## src/rtl/branch_redirect_ctrl_pkg.sv

```systemverilog
// Shared types and constants for the branch redirect controller and its BTB.
package branch_redirect_ctrl_pkg;

    localparam logic [2:0] F3_BEQ  = 3'b000;
    localparam logic [2:0] F3_BNE  = 3'b001;
    localparam logic [2:0] F3_BLT  = 3'b100;
    localparam logic [2:0] F3_BGE  = 3'b101;
    localparam logic [2:0] F3_BLTU = 3'b110;
    localparam logic [2:0] F3_BGEU = 3'b111;

    localparam logic [0:0] ST_IDLE     = 1'b0;
    localparam logic [0:0] ST_REDIRECT = 1'b1;

    // Tag holds pc[31:2] shifted down by the index width; the unused top bits stay zero.
    typedef struct packed {
        logic        valid;
        logic [29:0] tag;
        logic [31:0] target;
        logic [1:0]  ctr;
    } btb_entry_t;

    function automatic logic [1:0] ctr_step(input logic [1:0] c, input logic up);
        logic [1:0] r;
        r = c;
        if (up && c != 2'b11) r = c + 2'd1;
        else if (!up && c != 2'b00) r = c - 2'd1;
        return r;
    endfunction

endpackage

```

## src/rtl/branch_redirect_ctrl_btb_table.sv

```systemverilog
// Direct-mapped BTB: async lookup on the fetch PC, read-modify-write update from EX.
module btb_table
    import branch_redirect_ctrl_pkg::*;
#(
    parameter int ENTRIES = 16
) (
    input  logic        clk,
    input  logic        rst_n,
    input  logic [31:0] rd_pc,
    output logic        rd_hit,
    output logic [1:0]  rd_ctr,
    output logic [31:0] rd_target,
    input  logic        upd_en,
    input  logic [31:0] upd_pc,
    input  logic        upd_taken,
    input  logic [31:0] upd_target
);

    localparam int IW = $clog2(ENTRIES);

    btb_entry_t mem [ENTRIES];

    function automatic logic [29:0] tag_of(input logic [31:0] pc);
        return pc[31:2] >> IW;
    endfunction

    logic [IW-1:0] rd_idx;
    logic [IW-1:0] upd_idx;
    btb_entry_t    rd_entry;
    btb_entry_t    upd_cur;
    logic          upd_hit;

    assign rd_idx    = rd_pc[IW+1:2];
    assign rd_entry  = mem[rd_idx];
    assign rd_hit    = rd_entry.valid && (rd_entry.tag == tag_of(rd_pc));
    assign rd_ctr    = rd_entry.ctr;
    assign rd_target = rd_entry.target;

    assign upd_idx = upd_pc[IW+1:2];
    assign upd_cur = mem[upd_idx];
    assign upd_hit = upd_cur.valid && (upd_cur.tag == tag_of(upd_pc));

    // Lookups see the pre-update contents; the write lands on the clock edge.
    always_ff @(posedge clk or negedge rst_n) begin
        if (!rst_n) begin
            for (int i = 0; i < ENTRIES; i++) begin
                mem[i] <= '{valid: 1'b0, tag: '0, target: '0, ctr: 2'b01};
            end
        end else if (upd_en) begin
            if (upd_hit) begin
                mem[upd_idx].ctr <= ctr_step(upd_cur.ctr, upd_taken);
                if (upd_taken) mem[upd_idx].target <= upd_target;
            end else if (upd_taken) begin
                mem[upd_idx] <= '{valid: 1'b1, tag: tag_of(upd_pc), target: upd_target, ctr: 2'b10};
            end
        end
    end

endmodule

```

## src/rtl/branch_redirect_ctrl.sv

```systemverilog
// Resolves EX branches/jumps, detects mispredicts and holds a redirect to IF until accepted.
module branch_redirect_ctrl
    import branch_redirect_ctrl_pkg::*;
#(
    parameter int BTB_ENTRIES = 16
) (
    input  logic        clk,
    input  logic        rst_n,
    input  logic [31:0] if_pc,
    output logic        pred_taken,
    output logic [31:0] pred_target,
    input  logic        ex_valid,
    input  logic        ex_branch,
    input  logic        ex_jump,
    input  logic [2:0]  ex_func3,
    input  logic [31:0] ex_data1,
    input  logic [31:0] ex_data2,
    input  logic [31:0] ex_target,
    input  logic [31:0] ex_pc,
    input  logic        ex_pred_taken,
    input  logic [31:0] ex_pred_target,
    output logic        redirect_valid,
    output logic [31:0] redirect_pc,
    input  logic        redirect_ready,
    output logic        flush_ifid,
    output logic        flush_idex,
    output logic [31:0] branch_cnt,
    output logic [31:0] mispred_cnt
);

    logic [0:0]  state;
    logic        lk_hit;
    logic [1:0]  lk_ctr;
    logic [31:0] lk_target;
    logic        resolve;
    logic        taken;
    logic        mispredict;
    logic [31:0] actual_pc;

    btb_table #(.ENTRIES(BTB_ENTRIES)) u_btb (
        .clk        (clk),
        .rst_n      (rst_n),
        .rd_pc      (if_pc),
        .rd_hit     (lk_hit),
        .rd_ctr     (lk_ctr),
        .rd_target  (lk_target),
        .upd_en     (resolve),
        .upd_pc     (ex_pc),
        .upd_taken  (taken),
        .upd_target (ex_target)
    );

    assign pred_taken  = lk_hit && lk_ctr[1];
    assign pred_target = lk_hit ? lk_target : if_pc + 32'd4;

    // While a redirect is pending, EX holds wrong-path work and is ignored.
    assign resolve = (state == ST_IDLE) && ex_valid && (ex_branch || ex_jump);

    always_comb begin
        taken = 1'b0;
        if (ex_jump) begin
            taken = 1'b1;
        end else begin
            case (ex_func3)
                F3_BEQ:  taken = (ex_data1 == ex_data2);
                F3_BNE:  taken = (ex_data1 != ex_data2);
                F3_BLT:  taken = ($signed(ex_data1) <  $signed(ex_data2));
                F3_BGE:  taken = ($signed(ex_data1) >= $signed(ex_data2));
                F3_BLTU: taken = (ex_data1 <  ex_data2);
                F3_BGEU: taken = (ex_data1 >= ex_data2);
                default: taken = 1'b0;
            endcase
        end
    end

    assign actual_pc  = taken ? ex_target : ex_pc + 32'd4;
    assign mispredict = (taken != ex_pred_taken) || (taken && (ex_pred_target != ex_target));

    always_ff @(posedge clk or negedge rst_n) begin
        if (!rst_n) begin
            state          <= ST_IDLE;
            redirect_valid <= 1'b0;
            redirect_pc    <= '0;
        end else begin
            case (state)
                ST_IDLE: begin
                    if (resolve && mispredict) begin
                        state          <= ST_REDIRECT;
                        redirect_valid <= 1'b1;
                        redirect_pc    <= actual_pc;
                    end
                end
                default: begin
                    if (redirect_ready) begin
                        state          <= ST_IDLE;
                        redirect_valid <= 1'b0;
                    end
                end
            endcase
        end
    end

    assign flush_ifid = (state == ST_REDIRECT);
    assign flush_idex = (state == ST_REDIRECT);

    always_ff @(posedge clk or negedge rst_n) begin
        if (!rst_n) begin
            branch_cnt  <= '0;
            mispred_cnt <= '0;
        end else if (resolve) begin
            branch_cnt <= branch_cnt + 32'd1;
            if (mispredict) mispred_cnt <= mispred_cnt + 32'd1;
        end
    end

endmodule
```

## config.mk

```make
export PLATFORM = sky130hd
export DESIGN_NAME = branch_redirect_ctrl
export DESIGN_NICKNAME = d
export VERILOG_FILES = /design/src/rtl/branch_redirect_ctrl_pkg.sv /design/src/rtl/branch_redirect_ctrl_btb_table.sv /design/src/rtl/branch_redirect_ctrl.sv
export SDC_FILE = /design/constraint.sdc
export NUM_CORES = 2
export LEC_CHECK = 0
export BUFFER_PORTS_ARGS = -buffer_cell sky130_fd_sc_hd__buf_2
export CAP_MARGIN = 20
export CELL_PAD_IN_SITES_DETAIL_PLACEMENT = 1
export CELL_PAD_IN_SITES_GLOBAL_PLACEMENT = 1
export CORE_AREA = 2 2 405 407
export DETAILED_ROUTE_END_ITERATION = 16
export DIE_AREA = 0 0 407 409
export PLACE_DENSITY_LB_ADDON = 0.1
export SKIP_LAST_GASP = 1
export SYNTH_ARGS = -nofsm -noshare
export SYNTH_HDL_FRONTEND = slang
export SYNTH_SLANG_ARGS = --single-unit
```

## constraint.sdc

```tcl
create_clock -name clk -period 5.65 [get_ports clk]
set_input_delay 0.8475 -clock clk [delete_from_list [all_inputs] [get_ports clk]]
set_output_delay 0.8475 -clock clk [all_outputs]
set_load 0.02 [all_outputs]
```

# ---- Word-level counts from Yosys, hierarchy flattened
# Index checks and enable logic that the tools add are counted.
dict set report classes {
  mul 0
  add_sub_neg 6
  n_bitwise 3
  n_lt_le_gt_ge 7
  div_mod_pow 0
  n_shift 0
  n_eq_ne 13
  muxes 32
  reduce_logical 21
}
# op count
set op_table {}
lappend op_table {{1040-bit bitwise mux} 3}
lappend op_table {{1040-bit 2-to-1 mux} 3}
lappend op_table {{65-bit demux with 4-bit select} 3}
lappend op_table {{65-bit binary-select mux with 4-bit select} 2}
lappend op_table {{65-bit 2-to-1 mux} 5}
lappend op_table {{32-bit by 1-bit adder with 32-bit output (second input constant)} 2}
lappend op_table {{32-bit by 3-bit adder with 32-bit output (second input constant)} 2}
lappend op_table {{32-bit >= comparator} 2}
lappend op_table {{32-bit < comparator} 2}
lappend op_table {{32-bit 2-to-1 mux} 2}
lappend op_table {{32-bit != test} 2}
lappend op_table {{30-bit by 26-bit equality test with 1-bit output} 2}
lappend op_table {{34-bit 2-to-1 mux} 1}
lappend op_table {{32-bit equality test} 1}
lappend op_table {{3-bit equality test (second input constant)} 4}
lappend op_table {{5-bit >= comparator (second input constant)} 2}
lappend op_table {{1-bit logical AND} 10}
lappend op_table {{2-bit 2-to-1 mux} 5}
lappend op_table {{4-bit inverter with 5-bit output} 2}
lappend op_table {{2-bit AND reduction} 4}
lappend op_table {{1-bit 2-to-1 mux} 7}
lappend op_table {{1-bit case mux with 6 select lines} 1}
lappend op_table {{2-bit nonzero test} 3}
lappend op_table {{5-bit by 1-bit < comparator with 1-bit output (second input constant)} 1}
lappend op_table {{9 further kinds} 11}
dict set report totals {
  output_inout_bits 132
  ram_bits 0
  memories 0
  rom_bits 0
  reg_bits 1138
  latchBits 0
}

# ---- Longest topological paths before layout
dict set report logic_depth {
  depth_word 14
  mapped_depth 17
  ltp_nobuf 12
}

# ---- Cells and area by module
# A second synthesis with hierarchy kept.
dict set report hier_totals {
  cells_unflattened 3831
  area_unflattened_um2 55861.1
}
# module n_inst cells_each area_each_um2
set by_module_without_submodules {}
lappend by_module_without_submodules {btb_table 1 3044 48610.4}
lappend by_module_without_submodules {branch_redirect_ctrl 1 787 7250.7}

# ---- Least setup slack after synthesis
# Ideal clock, no wire load.
dict set report synth_timing {
  path_type {input to output}
  startpoint {in if_pc[2]}
  endpoint {out pred_target[10]}
  t_required_ps 4803
  path_buffers 4
  setup_slack_ps 766
  arrival_ps 4036
  cell_stages 11
  path_cell_list {clkbuf_1 buf_1 mux4_2 mux4_2 xnor2_1 nand4_1 nor4_1 nand4_1 buf_2 buf_1 a21oi_1}
}
dict set report synth_via {
  elab_chain_cells 7
  elab_cells_between_ends 8
  cone_classes {1 x add/sub; 1 x eq/ne; 4 x mux; 1 x bitwise; 1 x reduce/logical}
}
# element line
set synth_rtl {}
lappend synth_rtl {{start: declaration} branch_redirect_ctrl.sv:9} ;# input logic [31:0] if_pc,
lappend synth_rtl {{4-bit inverter with 5-bit output (not written as such)} branch_redirect_ctrl_btb_table.sv:34} ;# assign rd_entry = mem[rd_idx];
lappend synth_rtl {{65-bit binary-select mux with 4-bit select} branch_redirect_ctrl_btb_table.sv:34}
lappend synth_rtl {{65-bit 2-to-1 mux (not written as such) (2 in a row)} branch_redirect_ctrl_btb_table.sv:34}
lappend synth_rtl {{30-bit by 26-bit equality test with 1-bit output} branch_redirect_ctrl_btb_table.sv:35} ;# assign rd_hit = rd_entry.valid && (rd_entry.tag == tag_of(rd_pc));
lappend synth_rtl {{1-bit logical AND} branch_redirect_ctrl_btb_table.sv:35}
lappend synth_rtl {{32-bit 2-to-1 mux *} branch_redirect_ctrl.sv:54} ;# assign pred_target = lk_hit ? lk_target : if_pc + 32'd4;
lappend synth_rtl {{end: declaration} branch_redirect_ctrl.sv:11} ;# output logic [31:0] pred_target,
# Mark *: on every way between the ends. The rest lies on a longest branch, timed or not. The select of a mux whose other input is x is not followed.

# ---- Worst setup path in the final report
dict set report layout_timing {
  startpoint {in if_pc[2]}
  endpoint {out pred_target[23]}
}
# The elaborated chain is that of the path after synthesis.

==> run summary <==
Worst R2R Start = u_btb.mem[47]
Final clock skew = 0.0258 ns
Startpoint class of the critical path = primary input
Post-Syn Instances = 3898
FMAX = 183 MHz
Non-filler cells in the finished layout = 6463
CP max stage cell = xnor2_1
Inst Count DP = 6219
Buf/Inv on CP = 4
Delay-heaviest family, CP = multiplexers
CTS buffer count = 133
Die Height = 409 µm
Synthesized area = 56400 µm²
#FFs+latches synth = 1074
Post-route setup TNS = 0 ns
Crit-path max cell delay = 0.64 ns
Hold Fails Final Rpt = 0
H-Tree Depth = 4
Overflow after GRT = 0
Vias in the first global route = 38300
Slew @ Worst Pin = 1.30 ns
Core box area = 162000 µm²
CTS resizes = 0
Worst path cell trace = buf_8 -> buf_12 -> mux4_2 -> mux4_2 -> xnor2_1 -> nand4_1 -> nor2_1 -> nand4_1 -> buf_12 -> a31oi_1 -> buf_2
Antenna violations before repair = 18
Worst IR Drop VDD = 0.297 mV
Drt total wl = 202 mm
Multi-input logic area = 27700 µm²
Min Tclk post-route = 5.47 ns
PortBufs = 333
Post-route ant nets = 0
Reg clk slew, reported paths = 0.05 ns
Maximum clock path buffer count = 3
Unrepaired setup endpoints after global routing = false
Post-synth ARST share = 100%
CTS tree = done
CTS sink count = 1074
# Post-CTS Setup Buffers = 0
Endpoint type of the worst setup path = output pin
Relative slew slack = 12.4%
Hold WC Path Type = in2async
Register area share after synthesis = 47.7%
Num ports = 334
Pin count of the biggest net entering global routing = 146
CP max FO = 59
Syn nets = 4142
Critical path arrival = 4.62 ns
Final period utilization = 96.7%
All-Layer GR Usage = 24.4%
Clock root buffer = clkbuf_16
Via count = 36000
Status = finished, final reports clean
Nets = 4424
DRT iter0 DRCs = 2159
DP HPWL = 133 mm
Area grow syn2layout = 16.4%
Most frequent cells in the layout = dfrtp_1, mux2_2, mux4_2
Die width = 407 µm
Vias per inst = 5.57
Routed met1 length = 94.0 mm
GPL Wtd Cong = 0.843
Clk_lat worst skew = 0.78 ns
Share of cells above drive strength 1 = 49.1%
Met3 WL = 9.76 mm
Fill cells = 16300
Die area = 166000 µm²
Drc violations = 0
Met2 routed WL = 93.6 mm
Critical path data required time = 4.80 ns
Max Cap Viol = 0
# setup viols final = 0
Avg WL per Cell = 31.2 µm
Initial DRT Pass Iterations = 7
DR top layer = met5
Ys Warns = 0
Synthesized area per cell = 14.5 µm²
Cts hold-fix bufs = 0
Lkg Pwr = 29.3 nW
Yosys cell types = 74
Initial Utilization = 34.8%
Number of synthesized flops with an enable pin = 0
Setup crit start = if_pc[2]
Top_reg_cell synth = dfrtp_1
Most common cell after layout, fill and taps aside = dfrtp_1
Global-route wire length before repair = 292 mm
Final Slew Violations = 0
Pwr dens = 367 nW/µm²
Crit path kind = in2out
Reg area = 26900 µm²
Row count = 148
-- synth_stat cells, drive strengths merged, types with 20 or more instances --
| cell type | number | area [µm²] |
|---|---|---|
| nor2 | 101 | 572 |
| ha | 42 | 526 |
| nand4 | 59 | 438 |
| xor2 | 76 | 666 |
| nand2 | 174 | 653 |
| clkbuf | 173 | 651 |
| o21ai | 107 | 536 |
| mux2i | 47 | 470 |
| nor3 | 23 | 115 |
| inv | 66 | 250 |
| or2 | 20 | 125 |
| dfrtp | 1058 | 26500 |
| mux2 | 927 | 11200 |
| nor4 | 23 | 150 |
| nand3 | 45 | 230 |
| buf | 181 | 1110 |
| a31oi | 21 | 131 |
| mux4 | 413 | 9300 |
| a21oi | 64 | 320 |
| xnor2 | 128 | 1120 |
-- stage by stage --
| stage | util (%) | hold slack [ns] | total power (W) | setup WS, ns | cell area (µm²) |
|---|---|---|---|---|---|
| finish | 40.5 | 0.117 | 0.0241 | 0.185 | 65700 |
| global route | 40.5 | 0.123 | 0.0252 | 0.100 | 65700 |
| CTS | 40.5 | 0.0958 | 0.0244 | 0.210 | 65700 |
| detailed placement | 37.8 | 0.454 | 0.0156 | 0.216 | 61300 |
| global placement | 37.8 | 0.451 | 0.0155 | 0.218 | 61300 |
| floorplan | - | 0.445 | 0.0136 | 0.766 | 56400 |
-- registers in the layout (all words and copies together), names as in the netlist --
name and count:
flush_idex 1, redirect_valid 1, redirect_pc 32, u_btb.mem 976, mispred_cnt 32, branch_cnt 32
-- cell families after synthesis --
logic type      count (synthesis)  share of synthesized area (%)
fa+ha+maj                      42                          0.931
xor+xnor                      204                           3.17
compound gates                264                           2.76
mux                          1387                           37.1
flops                        1074                           47.7
buf+inv                       420                           3.57
simple gates                  507                           4.82
-- report_power, final --
part | switching, W | internal (W) | leakage (nW)
combinational | 0.00228 | 0.00284 | 13.1
sequential | 0.00106 | 0.00927 | 14.0
clock | 0.00361 | 0.00507 | 2.15
-- worst register-to-register path, delay by kind of cell (launching register included) --
kind / cells / cell delay, ns
AOI/OAI and AO/OA: 5 / 1.19
and+or+nand+nor: 2 / 1.13
muxes: 2 / 1.02
DFF: 1 / 0.40
buffers and inverters: 1 / 0.18
-- worst paths after layout --
check / to / slack, ns / cells past startpoint
setup / recovery: pred_target[23] / 0.18 / 11
hold / removal: u_btb.mem[161] / 0.12 / 1
setup reg to reg: u_btb.mem[755] / 1.61 / 10
hold reg to reg: mispred_cnt[31] / 0.46 / 1
max in group asynchronous: u_btb.mem[802] / 4.13 / 2
min in group clk: flush_idex / 0.28 / 2
-- metal layers --
metal / GRT usage, % / vias to the layer above
li1: - / 15100
met1: 35.3 / 19900
met2: 38.1 / 810
met3: 4.27 / 237
met4: 5.48 / 16
met5: 0 / -
-- layout make-up --
class                      instances  area share, %
tap                             2175           4.14
clock inverter                    42          0.851
multi-input combinational       2404           42.1
timing repair buffer             501           5.70
sequential                      1074           40.9
inverter                          66          0.381
clock buffer                     196           5.84
antenna                            5         0.0190
Power figures use the tool's default switching activity.
